**config.mk**
```make
export PLATFORM = sky130hd
export DESIGN_NAME = seq_mul_acc
export DESIGN_NICKNAME = d
export VERILOG_FILES = /design/src/rtl/mul_pkg.sv /design/src/rtl/cond_negate.sv /design/src/rtl/seq_mul_acc.sv
export SDC_FILE = /design/constraint.sdc
export NUM_CORES = 1
export LEC_CHECK = 0
export BUFFER_PORTS_ARGS = -buffer_cell sky130_fd_sc_hd__buf_2
export CAP_MARGIN = 10
export CORE_MARGIN = 1.5
export CORE_UTILIZATION = 33
export CTS_CLUSTER_DIAMETER = 150
export DETAILED_ROUTE_END_ITERATION = 8
export GPL_ROUTABILITY_DRIVEN = 0
export PLACE_DENSITY = 0.45
export REMOVE_ABC_BUFFERS = 1
export SYNTH_ARGS = -nofsm -noshare
export SYNTH_HDL_FRONTEND = slang
export SYNTH_SLANG_ARGS = --single-unit
```
**constraint.sdc**
```tcl
create_clock -name clk -period 13 [get_ports clk]
set_input_delay 1.3 -clock clk [delete_from_list [all_inputs] [get_ports clk]]
set_output_delay 1.3 -clock clk [all_outputs]
set_load 0.005 [all_outputs]
```
**src/rtl/mul_pkg.sv**
```systemverilog
// Shared types and sizing helpers for the sequential multiply-accumulate block.
package mul_pkg;

    typedef enum logic [1:0] {IDLE, BUSY, DONE} state_e;

    function automatic int unsigned acc_width(input int unsigned width,
                                              input int unsigned guard);
        return 2 * width + guard;
    endfunction

    function automatic int unsigned cnt_width(input int unsigned width);
        return $clog2(width + 1);
    endfunction

endpackage

```
**src/rtl/cond_negate.sv**
```systemverilog
// Conditional two's-complement negation: y = neg ? -x : x.
module cond_negate #(
    parameter int unsigned N = 8
) (
    input  logic [N-1:0] x,
    input  logic         neg,
    output logic [N-1:0] y
);

    assign y = neg ? -x : x;

endmodule

```
**src/rtl/seq_mul_acc.sv**
```systemverilog
// Sequential shift-add multiplier with optional accumulate, valid/ready on both sides.
// One multiplier bit per cycle on operand magnitudes; sign is applied once at the end.
module seq_mul_acc
    import mul_pkg::*;
#(
    parameter int unsigned WIDTH     = 8,
    parameter int unsigned ACC_GUARD = 4
) (
    input  logic                                    clk,
    input  logic                                    rst_n,
    input  logic                                    in_valid,
    output logic                                    in_ready,
    input  logic [WIDTH-1:0]                        a,
    input  logic [WIDTH-1:0]                        b,
    input  logic                                    signed_op,
    input  logic                                    acc_op,
    output logic                                    out_valid,
    input  logic                                    out_ready,
    output logic [acc_width(WIDTH, ACC_GUARD)-1:0]  result
);

    localparam int unsigned AW = acc_width(WIDTH, ACC_GUARD);
    localparam int unsigned CW = cnt_width(WIDTH);
    localparam int unsigned PW = 2 * WIDTH;
    localparam logic [CW-1:0] LAST = CW'(WIDTH - 1);

    state_e           state_q, state_d;
    logic [WIDTH-1:0] mcand_q, mcand_d, mult_q, mult_d, a_mag, b_mag;
    logic             neg_q, neg_d, sgn_q, sgn_d, acc_q, acc_d;
    logic [PW-1:0]    p_q, p_d, p_next, prod;
    logic [CW-1:0]    cnt_q, cnt_d;
    logic [AW-1:0]    result_q, result_d, prod_ext;

    cond_negate #(.N(WIDTH)) u_mag_a (
        .x   (a),
        .neg (signed_op & a[WIDTH-1]),
        .y   (a_mag)
    );

    cond_negate #(.N(WIDTH)) u_mag_b (
        .x   (b),
        .neg (signed_op & b[WIDTH-1]),
        .y   (b_mag)
    );

    // Multiplier is shifted right each cycle, so bit 0 is always the current bit.
    assign p_next = mult_q[0] ? p_q + (PW'(mcand_q) << cnt_q) : p_q;

    cond_negate #(.N(PW)) u_prod (
        .x   (p_next),
        .neg (neg_q),
        .y   (prod)
    );

    assign prod_ext = sgn_q ? AW'($signed(prod)) : AW'(prod);

    always_comb begin
        state_d  = state_q;
        mcand_d  = mcand_q;
        mult_d   = mult_q;
        neg_d    = neg_q;
        sgn_d    = sgn_q;
        acc_d    = acc_q;
        p_d      = p_q;
        cnt_d    = cnt_q;
        result_d = result_q;
        unique case (state_q)
            IDLE: begin
                if (in_valid) begin
                    mcand_d = a_mag;
                    mult_d  = b_mag;
                    neg_d   = signed_op & (a[WIDTH-1] ^ b[WIDTH-1]);
                    sgn_d   = signed_op;
                    acc_d   = acc_op;
                    p_d     = '0;
                    cnt_d   = '0;
                    state_d = BUSY;
                end
            end
            BUSY: begin
                p_d    = p_next;
                mult_d = mult_q >> 1;
                cnt_d  = cnt_q + CW'(1);
                if (cnt_q == LAST) begin
                    result_d = acc_q ? result_q + prod_ext : prod_ext;
                    state_d  = DONE;
                end
            end
            DONE: begin
                if (out_ready) begin
                    state_d = IDLE;
                end
            end
            default: state_d = IDLE;
        endcase
    end

    always_ff @(posedge clk) begin
        if (!rst_n) begin
            state_q  <= IDLE;
            mcand_q  <= '0;
            mult_q   <= '0;
            neg_q    <= 1'b0;
            sgn_q    <= 1'b0;
            acc_q    <= 1'b0;
            p_q      <= '0;
            cnt_q    <= '0;
            result_q <= '0;
        end else begin
            state_q  <= state_d;
            mcand_q  <= mcand_d;
            mult_q   <= mult_d;
            neg_q    <= neg_d;
            sgn_q    <= sgn_d;
            acc_q    <= acc_d;
            p_q      <= p_d;
            cnt_q    <= cnt_d;
            result_q <= result_d;
        end
    end

    assign in_ready  = (state_q == IDLE);
    assign out_valid = (state_q == DONE);
    assign result    = result_q;

endmodule
```
==> flow_metrics.tcl, run 1 <==
set metrics [dict create \
    clk_path_buf_depth 2 \
    synth_area_per_cell_um2 7.51 \
    cts_root_buf "clkbuf_16" \
    arrival_ns 6.62 \
    synth_cells 693 \
    start_util 0.340 \
    max_slew.worst_pin.slew_ns 0.898 \
    power.density_nw_per_um2 95.3 \
    grt_remaining_overflow 0 \
    period_share 0.491 \
    grt_pass1_vias 4727 \
    core_um2 15300 \
    hold_buffers 0 \
    ys_warn_count 0 \
    crit_fanout 18 \
    fill_cells 1635 \
    die_area_um2 16500 \
    hold_end "mult_q[2]$_SDFFE_PN0P_" \
    antenna_cells 0 \
    status "finished clean" \
    rows 45 \
    worstSetupEndpointType "flip-flop" \
    synth-async-reset-ratio 0 \
    r2r_start "cnt_q[1]$_SDFFE_PN0P_" \
    grt_max_degree 60 \
    reg2reg_slack_ns 6.61 \
    num_io_pins 44 \
    setup_viol 0 \
    worstSetupPathType "flip-flop to flip-flop" \
    startpoint_type "flip-flop" \
    nets 778 \
    syn_to_final_growth_pct 14.3 \
    wl_per_cell_um 15.0 \
    cts_resized 0 \
    drive_above_1_share 0.125 \
    ir_worst_vdd_v 0.0000701 \
    cts.sinks 61 \
    die_width_um 129 \
    cts_tree "built" \
    drc 0 \
    period_needed_ns 6.39 \
    drt_first_pass_iters 5 \
    skew_ns 0.00795 \
    clk_latency_ns 0.34 \
    yosysSeqAreaShare 0.235 \
    holdCritStartpoint "mult_q[3]$_SDFFE_PN0P_" \
    port_buffers 43 \
    drt_iter0_drc 254 \
    drv_cap 0 \
    die-height_um 129 \
    fin_tns_setup_ns 0 \
    vias_per_cell 5.38 \
    p_leak_nw 2.40 \
    finalWirelength_um 14000 \
    ant_nets 0 \
    min_delay_path_depth 2 \
    grt_pass1_wl_um 23800 \
    final_common_cell "nand2_1" \
    worstHoldPathType "flip-flop to flip-flop" \
    routed-via-count 5020 \
    dp_hpwl_um 10100 \
    total_power_uw 567 \
    slew_violations 0 \
    grt.total_usage 0.181 \
    antenna_found_initial 0 \
    fmax_ghz 0.157 \
    r2r_cells 22 \
    rsz0062_at_grt "no" \
    cts_buffers 9 \
    synth_area_um2 5200 \
    ys_seq_elements 61 \
    timing.rr.end "result[19]$_SDFFE_PN0P_" \
    synth_cell_types 63 \
    htree_levels 3 \
    synthFlopType "dfxtp_1" \
    post-cts-setup-buffer-count 0 \
    relSlewSlack 0.401 \
    synth_edf_count 0 \
    clk_pin_slew_ns 0.06 \
    layout_common_cells "nand2_1, nor2_1, dfxtp_1" \
    finalHoldViolCount 0 \
    fin_util 0.388 \
    worstPathRequired_ns 13.23 \
]
==> critical path, cell delays in order (launching register included) <==
cell and delay, ns:
dfxtp_1 0.77, mux2i_1 0.31, mux2_2 0.20, mux2i_1 0.09
nor2b_1 0.15, ha_1 0.42, o211ai_1 0.20, o2111a_1 0.27
nor3_1 0.49, and3_1 0.25, nand4_1 0.13, or3_1 0.44
o21ai_0 0.22, xnor2_1 0.17, ha_1 0.32, a21o_1 0.20
a21o_1 0.17, a21oi_1 0.13, o21ai_0 0.16, a21o_1 0.29
or4_1 0.44, o31a_1 0.26, o221a_1 0.22
==> Yosys cell counts (all sizes together) (4+ instances only) <==
library cell / instances / area, um2
and3: 6 / 37.5
o31ai: 5 / 37.5
dfxtp: 61 / 1220
nand3: 33 / 165
nand4: 9 / 56.3
mux2i: 17 / 170
o211ai: 12 / 90.1
a221oi: 4 / 35.0
a31oi: 21 / 131
nor2: 72 / 270
a311oi: 11 / 109
nor2b: 13 / 81.3
o21ai: 30 / 150
or3: 4 / 25.0
xor2: 16 / 140
a21oi: 55 / 275
nand2b: 7 / 43.8
clkbuf: 37 / 139
nor3: 22 / 110
nand2: 87 / 327
a21o: 12 / 90.1
xnor2: 26 / 228
ha: 37 / 463
a22oi: 7 / 52.6
o22ai: 4 / 25.0
a211oi: 15 / 123
mux2: 9 / 105
inv: 15 / 56.3
==> per-stage QoR <==
step                      instances  hold WS, ns  worst slack [ns]  cell area [um2]
after floorplan                 654        0.432              7.30             5050
after global placement          917        0.456              6.83             5600
after detailed placement        917        0.464              6.65             5600
after CTS                       933        0.472              6.61             5940
after global routing            933        0.488              6.01             5940
final                           933        0.465              6.61             5940
==> layout make-up <==
class,instances,area (um2),share of cell area
Clock buffer,10,229,0.0385
Clock inverter,6,111,0.0187
Inverter,16,60.1,0.0101
Multi-Input combinational cell,577,3780,0.635
Sequential cell,61,1220,0.205
Tap cell,211,264,0.0444
Timing Repair Buffer,52,283,0.0476
==> registers in the layout, summed over array words and instances (netlist names) <==
| signal | flops |
|---|---|
| mcand_q | 8 |
| p_q | 16 |
| acc_q | 1 |
| neg_q | 1 |
| mult_q | 8 |
| result | 20 |
| cnt_q | 4 |
| sgn_q | 1 |
| state_q | 2 |
==> logic make-up after synthesis <==
kind of cell,count (synthesis),synth area share
simple gates,265,0.233
mux,29,0.0659
flops,61,0.235
xor+xnor,42,0.0707
fa+ha+maj,39,0.0967
buf+inv,55,0.0397
compound gates,202,0.260
==> where the power goes <==
| group | switching, mW | internal, mW |
|---|---|---|
| Sequential | 0.00592 | 0.192 |
| Combinational | 0.0548 | 0.0337 |
| Clock | 0.0928 | 0.187 |
| Total | 0.153 | 0.413 |
==> how the worst max path moves through the flow <==
stage,from,endpoint,slack (ns)
detailed placement,cnt_q[1]$_SDFFE_PN0P_,result[19]$_SDFFE_PN0P_,6.65
CTS,cnt_q[1]$_SDFFE_PN0P_,result[19]$_SDFFE_PN0P_,6.61
finish,cnt_q[1]$_SDFFE_PN0P_,result[19]$_SDFFE_PN0P_,6.61
floorplan,cnt_q[1]$_SDFFE_PN0P_,result[19]$_SDFFE_PN0P_,7.30
global route,cnt_q[1]$_SDFFE_PN0P_,result[19]$_SDFFE_PN0P_,6.01
global placement,cnt_q[1]$_SDFFE_PN0P_,result[19]$_SDFFE_PN0P_,6.83
==> metal layers <==
layer / global-route usage / wire, um / vias up
met4: 0.0635 / 222 / 0
met3: 0.0249 / 509 / 17
met2: 0.301 / 6440 / 100
met5: 0 / 0 / -
li1: - / - / 2598
met1: 0.240 / 6820 / 2305
(Power assumes the default switching activity.)
==> run 2, diff against run 1 <==
--- a/config.mk
+++ b/config.mk
@@ -12,7 +12,7 @@
 export CTS_CLUSTER_DIAMETER = 150
 export DETAILED_ROUTE_END_ITERATION = 8
 export GPL_ROUTABILITY_DRIVEN = 0
-export PLACE_DENSITY = 0.45
+export PLACE_DENSITY = 0.47
 export REMOVE_ABC_BUFFERS = 1
 export SYNTH_ARGS = -nofsm -noshare
 export SYNTH_HDL_FRONTEND = slang
==> constraint.sdc (replaced) <==
create_clock -name clk -period 5.4 [get_ports clk]
set_input_delay 0.54 -clock clk [delete_from_list [all_inputs] [get_ports clk]]
set_output_delay 0.54 -clock clk [all_outputs]
set_load 0.005 [all_outputs]
==> run 2 against run 1 <==
Net effect:
- register-to-register slack worse by 6.4 ns
- setup slack worse by 6.4 ns
- sequential power is 140% higher
- sequential cell count stayed put
- design area is 16% higher
- largest power group unchanged
==> flow_metrics.tcl, run 2 (synthesis gave the netlist of run 1 again) <==
set metrics [dict create \
    setup_viol 0 \
    cts.sinks 61 \
    dp_hpwl_um 11000 \
    ant_nets 0 \
    wl_per_cell_um 15.4 \
    largest_reg_flops 20 \
    die_area_um2 16500 \
    fmax_ghz 0.191 \
    vias_per_cell 5.29 \
    syn_to_final_growth_pct 33.0 \
    start_util 0.340 \
    p_seq_frac 0.345 \
    htree_levels 3 \
    intPower_uw 971 \
    switchingPower_uw 408 \
    crit_fanout 6 \
    critPathSlowestCell "or3_4" \
    arrival_ns 5.48 \
    whs_ns 0.435 \
    worstPathRequired_ns 5.64 \
    cts_tree "built" \
    die_width_um 129 \
    period_needed_ns 5.24 \
    worstSetupEndpointType "flip-flop" \
    clk_pin_slew_ns 0.06 \
    layout_common_cells "buf_4, nand2_1, nor2_1" \
    nets 862 \
    fin_ws_ns 0.163 \
    final_common_cell "buf_4" \
    dp_cells 984 \
    met1_usage 0.235 \
    startpoint_type "flip-flop" \
    clkPwrFrac 0.436 \
    num_io_pins 44 \
    grt_remaining_overflow 0 \
    use_met2 0.324 \
    path_cells "mux2i_4, mux2_4, mux2i_2, nor2b_4, ha_4, o211ai_1, buf_4, o2111a_1, nor3_2, and3_1, nand4_1, or3_4, o21ai_4, xnor2_2, ha_1, a21o_1, a21o_1, a21oi_2, o21ai_2, a21o_1, or4_4, o31a_1, o221a_1" \
    preCtsSetupSlack_ns -0.186 \
    drc 0 \
    multi_input_area_um2 4130 \
    period_share 0.970 \
    finalWirelength_um 15700 \
    cts_buffers 9 \
    power.density_nw_per_um2 199 \
    rows 45 \
    drt_iter0_drc 220 \
    grt.total_usage 0.188 \
    routed-via-count 5382 \
    stdcell_count 1017 \
    clk_path_buf_depth 2 \
    relSlewSlack 0.320 \
    grt_pass1_wl_um 24700 \
    clk_latency_ns 0.35 \
    critPathBufInv 1 \
    antenna_found_initial 0 \
    fin_util 0.452 \
    combPwrFrac 0.219 \
    cts_root_buf "clkbuf_16" \
    finalHoldViolCount 0 \
    regArea_um2 1230 \
    max_slew.worst_pin.slew_ns 1.02 \
    crit_family "compound AO/OA/AOI/OAI gates" \
    drv_cap 0 \
    grt_max_degree 60 \
    fill_cells 1551 \
    antenna_cells 0 \
    skew_ns 0.00709 \
    hold_buffers 0 \
    crit_path_frequent_cell "a21o_1" \
    total_power_mw 1.38 \
    drive_above_1_share 0.288 \
    grt_pass1_vias 5085 \
    worstHoldPathType "input pin to flip-flop" \
    swShare 0.296 \
    p_leak_nw 2.87 \
    port_buffers 43 \
    grt_use_met3 0.0225 \
    drt_first_pass_iters 4 \
    die-height_um 129 \
    grt_busiest_layer "met2" \
    slowest_delay_ns 0.44 \
    status "finished clean" \
    ir_worst_vdd_v 0.000153 \
    core_um2 15300 \
    worstSetupPathType "flip-flop to flip-flop" \
    slew_violations 0 \
]
-- run 2: changes by cell type in the layout (fill, tap and decap cells not counted), sizes merged --
cell,previous run,this run
clkinvlp,1,3
buf,52,136
bufinv,3,1
-- run 2: timing repair --
item | CTS | global route
pin swaps | 0 | 42
gates resized for setup | 9 | 77
setup endpoints to repair | 4 | 6
buffers inserted | 0 | 17
-- run 2: area by class of cell --
cell class / instances / share of cell area
inverters: 16 / 0.00904
flip-flops and latches: 61 / 0.178
clock buffers: 10 / 0.0345
multi-input cells: 577 / 0.597
repair buffers: 136 / 0.135
clock inverters: 6 / 0.00904
well taps: 211 / 0.0382
-- run 2: worst paths after layout --
path / from / to / slack (ns) / depth (start not counted)
worst min register to register: mult_q[7]$_SDFFE_PN0P_ / mult_q[7]$_SDFFE_PN0P_ / 0.47 / 2
worst max-delay path: cnt_q[1]$_SDFFE_PN0P_ / result[19]$_SDFFE_PN0P_ / 0.16 / 23
worst min-delay path: acc_op / acc_q$_SDFFE_PN0P_ / 0.44 / 3
worst max register to register: cnt_q[1]$_SDFFE_PN0P_ / result[19]$_SDFFE_PN0P_ / 0.16 / 23
-- run 2: worst register-to-register path, stage by stage, from the launching register on --
cell and delay, ns:
dfxtp_4 0.38, mux2i_4 0.20, mux2_4 0.29, mux2i_2 0.18, nor2b_4 0.21, ha_4 0.18
o211ai_1 0.16, buf_4 0.18, o2111a_1 0.27, nor3_2 0.16, and3_1 0.20, nand4_1 0.12
or3_4 0.44, o21ai_4 0.15, xnor2_2 0.09, ha_1 0.31, a21o_1 0.19, a21o_1 0.16
a21oi_2 0.13, o21ai_2 0.08, a21o_1 0.17, or4_4 0.42, o31a_1 0.24, o221a_1 0.21
-- run 2: stage by stage --
step,TNS (ns),cell area [um2]
6_report,0,6920
5_1_grt,-0.192,6920
4_1_cts,0,6440
3_5_place_dp,-0.505,6110
3_3_place_gp,-0.118,6110
2_1_floorplan,-0.403,5050
-- run 2: power by group through the flow --
stage	sequential, mW	combinational [mW]	clock [mW]
6_report	0.476	0.302	0.601
5_1_grt	0.478	0.332	0.634
4_1_cts	0.475	0.263	0.620
3_5_place_dp	0.484	0.261	0
3_3_place_gp	0.484	0.256	0
2_1_floorplan	0.488	0.146	0
-- run 2: layer usage --
layer	wire [um]	vias to the layer above
li1	-	2773
met1	7120	2513
met2	7660	80
met3	568	16
met4	314	0
met5	0	-
==> run 3, diff against run 2 <==
--- a/config.mk
+++ b/config.mk
@@ -16,4 +16,5 @@
 export REMOVE_ABC_BUFFERS = 1
 export SYNTH_ARGS = -nofsm -noshare
 export SYNTH_HDL_FRONTEND = slang
+export SYNTH_HIERARCHICAL = 1
 export SYNTH_SLANG_ARGS = --single-unit
==> run 3 against run 2 <==
Net effect:
- design area grew 4.6%
- core utilization grew 1.9 points
- clock power grew 14%
- die area grew 0.96%
- fmax shrank 2.4%
- sequential cell count is the same
- clock skew grew 0.0022 ns
- via count shrank 4.1%
- critical path type unchanged
- highest routed layer unchanged
==> flow_metrics.tcl, run 3 <==
set metrics [dict create \
    antenna_found_initial 0 \
    yosysMostFrequentCell "nand2_1" \
    num_io_pins 44 \
    relSlewSlack 0.431 \
    hold_buffers 0 \
    yosysSeqAreaShare 0.232 \
    wl_per_cell_um 14.8 \
    skew_ns 0.00926 \
    r2r_start "cnt_q[1]$_SDFFE_PN0P_" \
    cts_root_buf "clkbuf_16" \
    synth_simple_gate_area_frac 0.209 \
    synth_area_leaders "dfxtp_1, ha_1, xnor2_1" \
    synthXorXnorAreaFrac 0.0934 \
    min_delay_path_depth 3 \
    synth_edf_count 0 \
    routed-via-count 5164 \
    dp_hpwl_um 11000 \
    slowest_delay_ns 0.40 \
    power.density_nw_per_um2 204 \
    stdcell_count 1010 \
    htree_levels 3 \
    cts_buffers 9 \
    layout_common_cells "buf_4, nand2_1, dfxtp_1" \
    max_slew.worst_pin.slew_ns 0.853 \
    synth_top_area_cell "dfxtp_1" \
    cts_tree "built" \
    final_common_cell "buf_4" \
    synth-async-reset-ratio 0 \
    synth_area_per_cell_um2 7.97 \
    status "finished clean" \
    synth_fa_ha_area_frac 0.0981 \
    worstHoldPathType "input pin to flip-flop" \
    clk_path_buf_depth 2 \
    synth_commonest_cells "nand2_1, dfxtp_1, nor2_1, a21oi_1, xnor2_1" \
    reg2reg_slack_ns 0.04 \
    startpoint_type "flip-flop" \
    holdCritStartpoint "acc_op" \
    grt.total_usage 0.187 \
    setup_viol 0 \
    period_needed_ns 5.36 \
    synth_cells 659 \
    syn_to_final_growth_pct 37.8 \
    synth_top_family_by_area "compound AO/OA/AOI/OAI gates" \
    r2r_cells 26 \
    grt_pass1_wl_um 24700 \
    ir_worst_vdd_v 0.000163 \
    vias_per_cell 5.11 \
    critPathSlowestCell "or3_1" \
    worstPathRequired_ns 5.68 \
    crit_fanout 5 \
    synth_top_area_frac 0.232 \
    drive_above_1_share 0.353 \
    start_util 0.342 \
    finalHoldViolCount 0 \
    final_area_um2 7240 \
    timing.rr.end "result[18]$_SDFFE_PN0P_" \
    largest_reg_flops 20 \
    core_um2 15400 \
    dp_cells 973 \
    placed_area_um2 6330 \
    ys_warn_count 6 \
    critPathBufInv 4 \
    ant_nets 0 \
    fill_cells 1513 \
    total_power_mw 1.47 \
    fmax_ghz 0.186 \
    multi_input_area_um2 4180 \
    synthMuxAreaShare 0.0862 \
    die-height_um 129 \
    grt_pass1_vias 5044 \
    die_area_um2 16700 \
    crit_family "compound AO/OA/AOI/OAI gates" \
    synthFlopType "dfxtp_1" \
    drc 0 \
    arrival_ns 5.64 \
    port_buffers 43 \
    rows 45 \
    grt_max_degree 45 \
    clk_pin_slew_ns 0.06 \
    nets 856 \
    drt_first_pass_iters 4 \
    p_leak_nw 3.19 \
    clk_latency_ns 0.35 \
    rsz0062_at_grt "yes" \
    synth_area_um2 5250 \
    hold_end "acc_q$_SDFFE_PN0P_" \
    regArea_um2 1230 \
    cts.sinks 61 \
    die_width_um 129 \
    synth_cell_types 65 \
    worstSetupPathType "flip-flop to flip-flop" \
    worstSetupEndpointType "flip-flop" \
    ys_seq_elements 61 \
    antenna_cells 0 \
    drt_iter0_drc 203 \
    slew_violations 0 \
    whs_ns 0.461 \
    period_share 0.993 \
    synth-compound-area-share 0.239 \
    finalWirelength_um 14900 \
    grt_remaining_overflow 0 \
    drv_cap 0 \
]
run 3: cell types whose count changed after synthesis, moves of 7 or more:
| cell | before | now |
|---|---|---|
| mux2_2 | 8 | 18 |
| xnor2_1 | 26 | 42 |
| o211ai_1 | 12 | 2 |
| a311oi_1 | 9 | 1 |
| o21ai_1 | 4 | 12 |
| nand3_1 | 33 | 25 |
| nand2_1 | 87 | 72 |
| o221ai_1 | 1 | 8 |
| mux2i_1 | 17 | 25 |
| a31oi_1 | 21 | 7 |
| nor2_1 | 72 | 59 |
| nor3_1 | 22 | 10 |
run 3: tightest hold or removal path, stage by stage:
cell and delay, ns:
buf_2 0.10, nand2_1 0.07, a21oi_1 0.06
run 3: worst max path at each step:
stage | from | end | slack, ns | cells past startpoint
after CTS | cnt_q[1]$_SDFFE_PN0P_ | result[18]$_SDFFE_PN0P_ | 0.003 | 26
after floorplan | cnt_q[1]$_SDFFE_PN0P_ | result[17]$_SDFFE_PN0P_ | -0.18 | 24
after global routing | cnt_q[1]$_SDFFE_PN0P_ | result[18]$_SDFFE_PN0P_ | -0.22 | 26
after global placement | cnt_q[0]$_SDFFE_PN0P_ | result[18]$_SDFFE_PN0P_ | -0.21 | 24
final | cnt_q[1]$_SDFFE_PN0P_ | result[18]$_SDFFE_PN0P_ | 0.04 | 26
after detailed placement | cnt_q[0]$_SDFFE_PN0P_ | result[18]$_SDFFE_PN0P_ | -0.33 | 24
run 3: final cells by class:
type | instances | area share
Clock inverter | 7 | 0.0169
Timing Repair Buffer | 163 | 0.160
Sequential cell | 61 | 0.170
Clock buffer | 9 | 0.0311
Tap cell | 211 | 0.0365
Multi-Input combinational cell | 543 | 0.577
Inverter | 16 | 0.00865
run 3: through the flow:
step	setup slack, ns	utilization	setup TNS [ns]
2_1_floorplan	-0.179	-	-0.428
3_3_place_gp	-0.208	0.412	-0.266
3_5_place_dp	-0.326	0.412	-0.682
4_1_cts	0.00322	0.443	0
5_1_grt	-0.216	0.471	-0.777
6_report	0.0360	0.471	0
run 3: logic make-up (layout without fill, tap and decap cells):
kind of cell / Yosys count / count (layout)
AO/OA/AOI/OAI: 178 / 178
XOR/XNOR: 56 / 56
adder cells (fa/ha/maj): 40 / 40
buffers and inverters: 55 / 195
flip-flops: 61 / 61
multiplexers: 43 / 43
AND/OR/NAND/NOR: 226 / 226
run 3: routing by layer:
metal / track usage / routed length (um) / vias to the layer above
li1: - / - / 2657
met5: 0 / 0 / -
met4: 0.0720 / 340 / 0
met1: 0.234 / 6980 / 2416
met3: 0.0438 / 454 / 18
met2: 0.313 / 7170 / 73
run 3: what timing repair did:
| action | in CTS | in global routing |
|---|---|---|
| gates cloned | 0 | 1 |
| endpoints found under the setup margin | 5 | 8 |
| pin swaps | 9 | 41 |
| gates resized for setup | 19 | 64 |
| setup buffers | 6 | 17 |
run 3: power breakdown:
part	internal [mW]	total, mW	switching (mW)	leakage (nW)
logic	0.152	0.308	0.156	2.53
clock network	0.453	0.685	0.233	0.162
registers	0.463	0.481	0.0180	0.497
